$ cat src/rtl/b06_cont_cmp.sv
// Event counter and target comparator that feeds CONT_EQL to the b06 interrupt FSM.
// It counts enabled cycles up to a selectable target and holds the match until the FSM acknowledges it.
module b06_cont_cmp #(
  parameter int unsigned CW    = 8,
  parameter int unsigned TGT_1 = 10,
  parameter int unsigned TGT_2 = 20,
  parameter int unsigned TGT_3 = 40
) (
  input  logic          CLOCK,
  input  logic          RESET_N,
  input  logic          ENABLE_COUNT,
  input  logic [1:0]    CC_MUX,
  input  logic          ACKOUT,
  output logic          CONT_EQL,
  output logic [CW-1:0] COUNT,
  output logic          OVF,
  output logic          BUSY
);

  localparam logic [CW-1:0] L_TGT_1 = CW'(TGT_1);
  localparam logic [CW-1:0] L_TGT_2 = CW'(TGT_2);
  localparam logic [CW-1:0] L_TGT_3 = CW'(TGT_3);

  typedef enum logic [1:0] {
    ST_IDLE     = 2'd0,
    ST_COUNT    = 2'd1,
    ST_MATCH    = 2'd2,
    ST_WAIT_REL = 2'd3
  } state_t;

  state_t        r_state;
  logic [CW-1:0] r_count;
  logic          r_eql;
  logic          r_ovf;
  logic          r_busy;

  logic [CW-1:0] w_tgt;
  logic          w_sel_ok;
  logic          w_cnt_max;
  logic [CW-1:0] w_cnt_inc;
  logic          w_inc_hit;

  // Target is re-selected every cycle; 2'b00 means "no target" and pauses counting.
  always_comb begin
    w_tgt = '0;
    case (CC_MUX)
      2'b01:   w_tgt = L_TGT_1;
      2'b10:   w_tgt = L_TGT_2;
      2'b11:   w_tgt = L_TGT_3;
      default: w_tgt = '0;
    endcase
  end

  assign w_sel_ok  = (CC_MUX != 2'b00);
  assign w_cnt_max = (r_count == {CW{1'b1}});
  assign w_cnt_inc = r_count + CW'(1);
  assign w_inc_hit = (w_cnt_inc == w_tgt);

  // Single-process FSM; all outputs are registered with the state.
  always_ff @(posedge CLOCK or negedge RESET_N) begin
    if (!RESET_N) begin
      r_state <= ST_IDLE;
      r_count <= '0;
      r_eql   <= 1'b0;
      r_ovf   <= 1'b0;
      r_busy  <= 1'b0;
    end else begin
      case (r_state)
        ST_IDLE: begin
          r_count <= '0;
          r_eql   <= 1'b0;
          if (ENABLE_COUNT) begin
            r_busy <= 1'b1;
            if (w_sel_ok && (w_tgt == '0)) begin
              r_state <= ST_MATCH;
              r_eql   <= 1'b1;
            end else begin
              r_state <= ST_COUNT;
            end
          end
        end

        ST_COUNT: begin
          // Disabled or unselected cycles are a pause, never an abort.
          if (ENABLE_COUNT && w_sel_ok) begin
            if (!w_cnt_max) begin
              r_count <= w_cnt_inc;
              if (w_inc_hit) begin
                r_eql   <= 1'b1;
                r_state <= ST_MATCH;
              end
            end else begin
              r_ovf <= 1'b1;
            end
          end
        end

        ST_MATCH: begin
          if (ACKOUT) begin
            r_count <= '0;
            r_eql   <= 1'b0;
            r_ovf   <= 1'b0;
            if (ENABLE_COUNT) begin
              r_state <= ST_WAIT_REL;
            end else begin
              r_state <= ST_IDLE;
              r_busy  <= 1'b0;
            end
          end
        end

        ST_WAIT_REL: begin
          // A fresh enable edge is required before the next run.
          r_count <= '0;
          r_eql   <= 1'b0;
          if (!ENABLE_COUNT) begin
            r_state <= ST_IDLE;
            r_busy  <= 1'b0;
          end
        end

        default: begin
          r_state <= ST_IDLE;
          r_count <= '0;
          r_eql   <= 1'b0;
          r_busy  <= 1'b0;
        end
      endcase
    end
  end

  assign CONT_EQL = r_eql;
  assign COUNT    = r_count;
  assign OVF      = r_ovf;
  assign BUSY     = r_busy;

endmodule

$ cat config.mk
export PLATFORM = sky130hd
export DESIGN_NAME = b06_cont_cmp
export DESIGN_NICKNAME = d
export VERILOG_FILES = /design/src/rtl/b06_cont_cmp.sv
export SDC_FILE = /design/constraint.sdc
export NUM_CORES = 1
export LEC_CHECK = 0
export CAP_MARGIN = 20
export CORE_MARGIN = 2
export CORE_UTILIZATION = 40
export DETAILED_ROUTE_END_ITERATION = 8
export PLACE_DENSITY = 0.67
export RECOVER_POWER = 50
export SYNTH_ARGS = -nofsm -noshare
export SYNTH_HDL_FRONTEND = slang
export SYNTH_SLANG_ARGS = --single-unit
$ cat constraint.sdc
create_clock -name CLOCK -period 1.9 [get_ports CLOCK]
set_input_delay 0.19 -clock CLOCK [delete_from_list [all_inputs] [get_ports CLOCK]]
set_output_delay 0.19 -clock CLOCK [all_outputs]
set_load 0.01 [all_outputs]
## Yosys cells after proc, flatten, opt, wreduce, memory -nomap -nowiden

Cells that the tools add are included.

- Word-level logic and storage cells: 62
- Output and inout bits: 11
- Register bits: 13
- Bits of input ports: 6

- Mux-type cells: 28
- Reduce and logical (&&, ||, !) cells: 13
- Add/subtract/negate cells: 1
- Equality and inequality tests: 15

Operators with widths:

| cell | number |
|---|---|
| 2-to-1 mux 8 bit | 3 |
| case mux 8 bit (3 select lines) | 1 |
| case mux 6 bit (3 select lines) | 1 |
| 2-to-1 mux 2 bit | 8 |
| != test 2 bit (second input constant) | 7 |
| 2-to-1 mux 1 bit | 11 |
| adder 8 x 1 -> 8 bit (second input constant) | 1 |
| equality test 2 bit (second input constant) | 4 |
| equality test 8 bit | 1 |
| equality test 8 bit (second input constant) | 1 |
| zero test 8 bit | 1 |
| case mux 2 bit (4 select lines) | 1 |
| AND reduction 4 bit | 2 |
| AND reduction 3 bit | 2 |
| AND reduction 6 bit | 1 |
| equality test 2 x 1 -> 1 bit (second input constant) | 2 |
| case mux 1 bit (4 select lines) | 1 |
| nonzero test 2 bit | 2 |
| case mux 1 bit (3 select lines) | 1 |
| nonzero test 3 bit | 1 |
| logical AND 1 bit | 2 |
| zero test 2 bit | 1 |
| case mux 1 bit (2 select lines) | 1 |
| OR reduction 2 bit | 1 |

## Logic depth before layout (Yosys ltp)

Gate-level depths: netlist of the first run.

- Depth in word-level cells: 7
- Gate-level depth with buffers: 6
- Gate-level depth less buffers: 6

## Worst setup path after synthesis of the first run

No wires, ideal clock.

- Kind: reg-to-reg
- From: reg r_count[0], in the netlist COUNT[0]
- To: reg r_state[0]
- Slack: -0.166 ns
- Setup time: 0.119 ns
- Data required time: 1.781 ns
- Arrival time: 1.947 ns
- Cell stages (with the launch flop): 7
- Path buffers: 0
- Clock period less this slack: 2.066 ns
- Cells stage by stage: dfrtp_1 -> ha_1 -> xnor2_1 -> or3_1 -> and3_1 -> or4_1 -> o21a_1

- Longest elaborated chain between the ends: 4
- Elaborated cells on any way between the ends: 6
- Those cells by class: add/sub: 1; eq/ne: 4; reduce/logical: 1

RTL lines:

| item | RTL line | RTL |
|---|---|---|
| from (decl) | 32 | `logic [CW-1:0] r_count;` |
| from (signal assigned) | 87 | `r_count <= w_cnt_inc;` |
| adder 8 x 1 -> 8 bit | 56 | `assign w_cnt_inc = r_count + CW'(1);` |
| equality test 8 bit | 57 | `assign w_inc_hit = (w_cnt_inc == w_tgt);` |
| != test 2 bit (no line) | -- |  |
| AND reduction 6 bit (no line) * | -- |  |
| to (signal assigned) | 62 | `r_state <= ST_IDLE;` |
| to (signal assigned) | 75 | `r_state <= ST_MATCH;` |
| to (signal assigned) | 78 | `r_state <= ST_COUNT;` |
| to (decl) | 31 | `state_t r_state;` |

Every way passes the cells marked *; elsewhere a longest branch is shown, timed or not.
A chain may end at the register's enable or synchronous reset.

## Worst setup path after layout of the first run

- From: reg r_count[0], in the netlist COUNT[0]
- To: reg r_eql, in the netlist CONT_EQL

- Longest elaborated chain between the ends: 4
- Elaborated cells on any way between the ends: 6
- Those cells by class: add/sub: 1; eq/ne: 4; reduce/logical: 1

RTL lines:

| item | RTL line | RTL |
|---|---|---|
| adder 8 x 1 -> 8 bit | 56 |  |
| equality test 8 bit | 57 |  |
| != test 2 bit (no line) | -- |  |
| AND reduction 4 bit (no line) * | -- |  |
| to (signal assigned) | 64 | `r_eql <= 1'b0;` |
| to (signal assigned) | 71 | `r_eql <= 1'b0;` |
| to (signal assigned) | 76 | `r_eql <= 1'b1;` |
| to (decl) | 33 | `logic r_eql;` |

Marks and branches as above.

==> out/metrics.yaml, run 1 <==
outcome: "finished with violations"
violations: "negative setup slack"
layout.nets: 143
p_per_area_nw_per_um2: 1000
dr.first_iter.drc_count: 22
cts_buffers: 3
synthFlopType: "dfrtp_1"
drtAntennaViolNets: 0
totalWireLength_um: 2180
layout_common_cells: "o21ai_0, clkdlybuf4s50_1, buf_4, dfrtp_1, nor2_1"
synth-edff-count: 0
htreeDepth: 1
dpl.cell_count: 157
cp-start-kind: "flip-flop"
area_growth_pct: 43.6
gp_congestion: 0.864
grt_pass1_vias: 843
ir_drop_mv: 1.03
drt-vias-per-instance: 5.53
path_buf_inv: 0
vias: 896
rrSetupSlack_ps: -20
clk_path_buf_depth: 2
r2r_start: "COUNT[0]"
worstPathArrival_ps: 2130
diodes: 0
slew_viol_final: 0
core_area_um2: 1980
yosys_warnings: 0
grt_first_pass_wirelength_um: 3820
cts_root_buf: "clkbuf_4"
grt_max_degree: 14
die-area_um2: 2490
first_pass_iters: 4
min_path_type: "primary input to asynchronous set/reset pin"
relSlewSlack: 0.577
async_flop_share: 1.00
p_leak_nw: 0.471
post_drt_wl_per_cell_um: 13.5
reg2reg_depth: 6
cts_hold_buf: 0
crit_chain: "ha_4 > xnor2_4 > or3_1 > and3_1 > or4_4 > o21ai_2"
finalCritPeriodShare: 1.01
synth.top_cell.area_share: 0.386
setup_ws_ps: -21.1
final_cells: 162
drv_cap: 0
cts.sinks: 13
mostFrequentLayoutCell: "o21ai_0"
clock-skew-final_ps: 4.74
reg2reg_to: "CONT_EQL"
grt.total_usage: 0.199
critPathKind: "flip-flop to flip-flop"
antenna_found_initial: 0
tightest_slew_ps: 632
initial_core_util: 0.426
clk_latency_ps: 270
synth_cell_types: 33
cts_tree: "done"
max_stage_delay_ps: 490
cp.required_ps: 2100
dp_hpwl_um: 1670
achievable-frequency_ghz: 0.521
num_rows: 16
dieWidth_um: 49.9
hold_violations: 0
io_buffers: 16
slowest_stage: "or4_4"
setup_viol: 3
utilization: 0.611
rsz0062_at_grt: "true"
syn-num-nets: 111
synth_top_cells_by_area: "dfrtp_1, o21ai_0, nor2_1, nand2_1, nand3_1"
grt-ovfl-total: 0
synth_area_um2: 843
layout-drive-gt1-share: 0.193
finalPower_mw: 1.21
synth_area_per_cell_um2: 8.11
critPathTopFamily: "simple AND/OR/NAND/NOR gates"
ios: 17
yosysTopAreaCell: "dfrtp_1"
die_y_um: 49.9
critPathCaptureType: "flip-flop"
cts.reportedPaths.clkPinSlew_ps: 90
critPathMaxFanout: 2
remaining_drc_errors: 0
seq_area_frac_synth: 0.386
period_minus_slack_ps: 1920
netlist_instances: 104
ys_ff_latch: 13
-- synthesized netlist by cell type (3+ instances only) --
cell type / n
o21ai_0: 21
dfrtp_1: 13
nor2_1: 9
nand2_1: 7
nand3_1: 5
nor3_1: 4
a31oi_1: 3
o21a_1: 3
or3_1: 3
-- metrics by stage --
stage | setup TNS, ps | worst slack [ps] | hold slack (ps) | area, um2
after floorplan | -57.8 | -57.8 | -106 | 858
after global placement | -199 | -96.5 | 509 | 1140
after detailed placement | -271 | -122 | 528 | 1140
after CTS | -108 | -48.8 | 306 | 1200
after global routing | -205 | -75.9 | 438 | 1210
final | -37.6 | -21.1 | 367 | 1210
-- cell families (layout without fill, tap and decap cells) --
logic type | count (synthesis) | after routing | synth area share
flops | 13 | 13 | 0.386
fa+ha+maj | 1 | 1 | 0.0148
simple gates | 43 | 43 | 0.272
buf+inv | 5 | 36 | 0.0237
compound gates | 38 | 38 | 0.263
xor+xnor | 4 | 4 | 0.0416
-- worst max path at each step --
stage	startpoint	endpoint	depth (start not counted)	slack, ps
floorplan	COUNT[0]	r_state[0]	6	-60
global placement	CC_MUX[0]	r_state[0]	6	-100
detailed placement	CC_MUX[0]	r_state[0]	6	-120
CTS	COUNT[0]	CONT_EQL	5	-50
global route	COUNT[0]	CONT_EQL	6	-80
finish	COUNT[0]	CONT_EQL	6	-20
-- timing repair --
| action | in CTS | in global routing |
|---|---|---|
| pin swaps | 5 | 2 |
| buffers inserted | 1 | 0 |
| resized for setup | 4 | 5 |
| endpoints found under the setup margin | 3 | 3 |
-- registers in the layout, summed over array words and instances (netlist names) --
| name | flops |
|---|---|
| OVF | 1 |
| r_state | 2 |
| COUNT | 8 |
| BUSY | 1 |
| CONT_EQL | 1 |
-- power by group --
part	internal (mW)	switching, mW
combinational	0.348	0.295
sequential	0.329	0.0634
clock	0.0813	0.0935
total	0.758	0.452
-- final cells by class --
class | instances | area (um2)
Clock buffer | 4 | 26.3
Fill cell | 173 | 771
Inverter | 2 | 7.51
Multi-Input combinational cell | 86 | 554
Sequential cell | 13 | 328
Tap cell | 27 | 33.8
Timing Repair Buffer | 30 | 262
-- metal layers --
layer / track usage / routed length, um / part of all wire / up-vias
met3: 0.0182 / 44 / 0.020 / 2
met5: 0 / 0 / 0 / -
met1: 0.282 / 1080 / 0.50 / 422
met2: 0.313 / 1030 / 0.47 / 15
met4: 0.0741 / 19 / 0.0087 / 0
li1: - / - / - / 457
-- worst reg2reg max path, cell delays in order (launching register included) --
cell and delay [ps]:
dfrtp_2 430, ha_4 180, xnor2_4 140, or3_1 290, and3_1 190, or4_4 490
o21ai_2 120
Note: power is estimated with default switching activity, not from simulation.
==> run 2: changes to the inputs <==
Settings changed: CORE_MARGIN 2 to 5, PLACE_DENSITY 0.67 to 0.77.
==> out/metrics.yaml, run 2 (synthesis gave the netlist of run 1 again) <==
critPathCaptureType: "flip-flop"
p_clk_frac: 0.151
die-area_um2: 3130
period_minus_slack_ps: 1900
outcome: "finished with violations"
cts.sinks: 13
tns_ps: -1.36
p_leak_nw: 0.485
cts_root_buf: "clkbuf_4"
antenna_found_initial: 0
setup_viol: 1
cts.reportedPaths.clkPinSlew_ps: 80
dieWidth_um: 55.9
hold_violations: 0
drv_cap: 0
ir_drop_mv: 0.675
core_area_um2: 1980
drtAntennaViolNets: 0
finalPower_mw: 1.19
largest_register_ffs: 8
die_y_um: 55.9
dpl.cell_count: 159
tightest_slew_ps: 606
layout.nets: 144
rsz0062_at_grt: "true"
cts_buffers: 3
whs_ps: 347
grt_pass1_vias: 833
relSlewSlack: 0.595
fillers: 166
final_cells: 163
num_rows: 16
cp-start-kind: "flip-flop"
diodes: 0
grt_first_pass_wirelength_um: 3840
seq_power_share: 0.325
layout-drive-gt1-share: 0.213
cts_tree: "done"
gp_congestion: 0.868
min_path_type: "primary input to asynchronous set/reset pin"
cp.required_ps: 2080
ios: 17
dp_hpwl_um: 1680
place_area_um2: 1150
achievable-frequency_ghz: 0.526
grt-ovfl-total: 0
vias: 945
reg2reg_depth: 5
cts_hold_buf: 0
comb_power_share: 0.524
clk_latency_ps: 280
post_drt_wl_per_cell_um: 14.0
post-place-ws_ps: -121
worstPathArrival_ps: 2090
utilization: 0.614
first_pass_iters: 4
critPathMaxFanout: 5
p_int_uw: 738
area_growth_pct: 44.2
postLayoutCellArea_um2: 1220
critPathKind: "flip-flop to flip-flop"
finalCritPeriodShare: 1.00
htreeDepth: 1
grt.total_usage: 0.153
clk_path_buf_depth: 2
mostFrequentLayoutCell: "o21ai_0"
setup_ws_ps: -1.36
swShare: 0.378
dr.first_iter.drc_count: 41
io_buffers: 16
violations: "negative setup slack"
slew_viol_final: 0
clock-skew-final_ps: 4.54
p_per_area_nw_per_um2: 975
switching_power_uw: 448
initial_core_util: 0.426
layout_common_cells: "o21ai_0, buf_4, clkdlybuf4s50_1, dfrtp_1, nor2_1"
grt_max_degree: 14
remaining_drc_errors: 0
totalWireLength_um: 2290
drt-vias-per-instance: 5.80
-- run 2: power groups by stage --
stage | sequential [mW] | clock (mW) | combinational, mW
3_5_place_dp | 0.389 | 0 | 0.568
3_3_place_gp | 0.386 | 0 | 0.549
4_1_cts | 0.383 | 0.178 | 0.580
6_report | 0.386 | 0.179 | 0.622
2_1_floorplan | 0.407 | 0 | 0.282
5_1_grt | 0.398 | 0.192 | 0.683
-- run 2: worst max-delay path, cell delays in order (launching register included) --
cell	delay, ps
dfrtp_2	430
ha_4	260
or3_1	360
and3_4	180
or4_4	400
o21a_1	180
-- run 2: path summary, 6_finish.rpt --
kind	slack (ps)	end	startpoint
max	-1	r_state[0]	COUNT[0]
min	350	COUNT[1]	RESET_N
max reg2reg	-1	r_state[0]	COUNT[0]
min reg2reg	530	CONT_EQL	CONT_EQL
max in group asynchronous	1120	COUNT[0]	RESET_N
min in group CLOCK	530	CONT_EQL	CONT_EQL
-- run 2: repair_timing --
action | 4_1_cts | 5_1_grt
hold endpoints to repair | 0 | 0
setup endpoints to repair | 3 | 3
pin swaps | 3 | 1
gates resized for setup | 2 | 8
buffers inserted | 0 | 0
-- run 2: area by class of cell --
type / instances / area [um2] / share of cell area
clock buffer: 4 / 26.3 / 0.0216
inverter: 2 / 7.51 / 0.00617
multi-input combinational: 86 / 552 / 0.454
sequential: 13 / 328 / 0.270
tap: 27 / 33.8 / 0.0278
timing repair buffer: 31 / 269 / 0.221
-- run 2: layer usage --
layer | global-route usage | vias up | part of all wire
li1 | - | 462 | -
met1 | 0.205 | 439 | 0.44
met2 | 0.240 | 37 | 0.48
met3 | 0.0162 | 7 | 0.053
met4 | 0.0847 | 0 | 0.028
met5 | 0 | - | 0
==> run 3: changes to the inputs <==
Settings changed: CTS_BUF_LIST set to sky130_fd_sc_hd__clkbuf_2 sky130_fd_sc_hd__clkbuf_4 sky130_fd_sc_hd__clkbuf_8.
==> out/metrics.yaml, run 3 (synthesis gave the netlist of run 1 again) <==
outcome: "finished, final reports clean"
critPathMaxFanout: 3
dieWidth_um: 55.9
critPathTopFamily: "simple AND/OR/NAND/NOR gates"
p_leak_nw: 0.488
htreeDepth: 1
num_rows: 16
post_drt_wl_per_cell_um: 14.0
drtAntennaViolNets: 0
layout_common_cells: "o21ai_0, buf_4, clkdlybuf4s50_1, dfrtp_1, nor2_1"
layout-drive-gt1-share: 0.221
relSlewSlack: 0.590
mostFrequentLayoutCell: "o21ai_0"
slowest_stage: "dfrtp_2"
utilization: 0.616
grt_max_degree: 14
cts_tree: "done"
drv_cap: 0
clk_path_buf_depth: 2
grt_pass1_vias: 838
tightest_slew_ps: 613
area_growth_pct: 44.7
setup_viol: 0
cp.required_ps: 2090
cts_root_buf: "clkbuf_4"
cts_hold_buf: 0
grt-ovfl-total: 0
ir_drop_mv: 0.640
ios: 17
dp_hpwl_um: 1680
rsz0062_at_grt: "true"
p_per_area_nw_per_um2: 988
dpl.cell_count: 159
finalCritPeriodShare: 0.999
totalWireLength_um: 2270
drt-vias-per-instance: 5.62
max_stage_delay_ps: 430
die-area_um2: 3130
critPathCaptureType: "flip-flop"
worstPathArrival_ps: 2090
min_path_type: "primary input to asynchronous set/reset pin"
die_y_um: 55.9
first_pass_iters: 4
cp-start-kind: "flip-flop"
cts_buffers: 3
path_buf_inv: 0
remaining_drc_errors: 0
cts.sinks: 13
clock-skew-final_ps: 11.4
grt.total_usage: 0.153
period_minus_slack_ps: 1900
layout.nets: 144
hold_violations: 0
crit_chain: "ha_4 > xnor2_2 > or3_1 > and3_4 > or4_4 > o21a_1"
dr.first_iter.drc_count: 35
final_cells: 163
clk_latency_ps: 290
cts.reportedPaths.clkPinSlew_ps: 90
initial_core_util: 0.426
largest_register_ffs: 8
diodes: 0
vias: 916
core_area_um2: 1980
achievable-frequency_ghz: 0.527
io_buffers: 16
antenna_found_initial: 0
grt_first_pass_wirelength_um: 3840
critPathKind: "flip-flop to flip-flop"
slew_viol_final: 0
gp_congestion: 0.868
run 3: changes by cell type in the layout (fill, tap and decap cells not counted):
cell	delta
clkbuf_4	+1
clkbuf_1	-1
run 3: through the flow:
| stage | total power [mW] | TNS (ps) | hold WS (ps) | cell area [um2] | setup WS (ps) |
|---|---|---|---|---|---|
| global placement | 0.935 | -176 | 501 | 1150 | -88.6 |
| floorplan | 0.690 | -57.8 | -106 | 858 | -57.8 |
| CTS | 1.16 | -17.2 | 309 | 1190 | -16.9 |
| detailed placement | 0.957 | -253 | 510 | 1150 | -121 |
| finish | 1.20 | 0 | 341 | 1220 | 2.27 |
| global route | 1.28 | -214 | 402 | 1220 | -85.8 |
run 3: repair_timing:
item	in CTS	in global routing
gates resized for setup	2	8
endpoints found under the hold margin	0	0
setup endpoints to repair	3	3
buffers inserted	0	0
pin swaps	3	1
run 3: cell type report:
type / instances / area, um2
clock buffers: 4 / 30.0
fillers: 166 / 762
inverters: 2 / 7.51
multi-input cells: 86 / 552
flip-flops and latches: 13 / 328
well taps: 27 / 33.8
repair buffers: 31 / 269
run 3: worst paths after layout:
check,cells past startpoint,end,from,slack (ps)
worst max-delay path,6,r_state[0],COUNT[1],2
worst min-delay path,1,COUNT[1],RESET_N,340
worst max register to register,6,r_state[0],COUNT[1],2
worst min register to register,2,CONT_EQL,CONT_EQL,530
max in group asynchronous,1,COUNT[0],RESET_N,1120
min in group CLOCK,2,CONT_EQL,CONT_EQL,530
run 3: per-layer routing:
layer  global-route usage  vias up  wire length, um
li1                     -      460                -
met3               0.0162        5               79
met4               0.0847        0               57
met1                0.202      431             1050
met5                    0        -                0
met2                0.242       20             1090
run 3: power breakdown:
| part | switching (mW) | internal, mW |
|---|---|---|
| registers | 0.0560 | 0.329 |
| logic | 0.296 | 0.327 |
| clock network | 0.101 | 0.0960 |
| total | 0.453 | 0.752 |
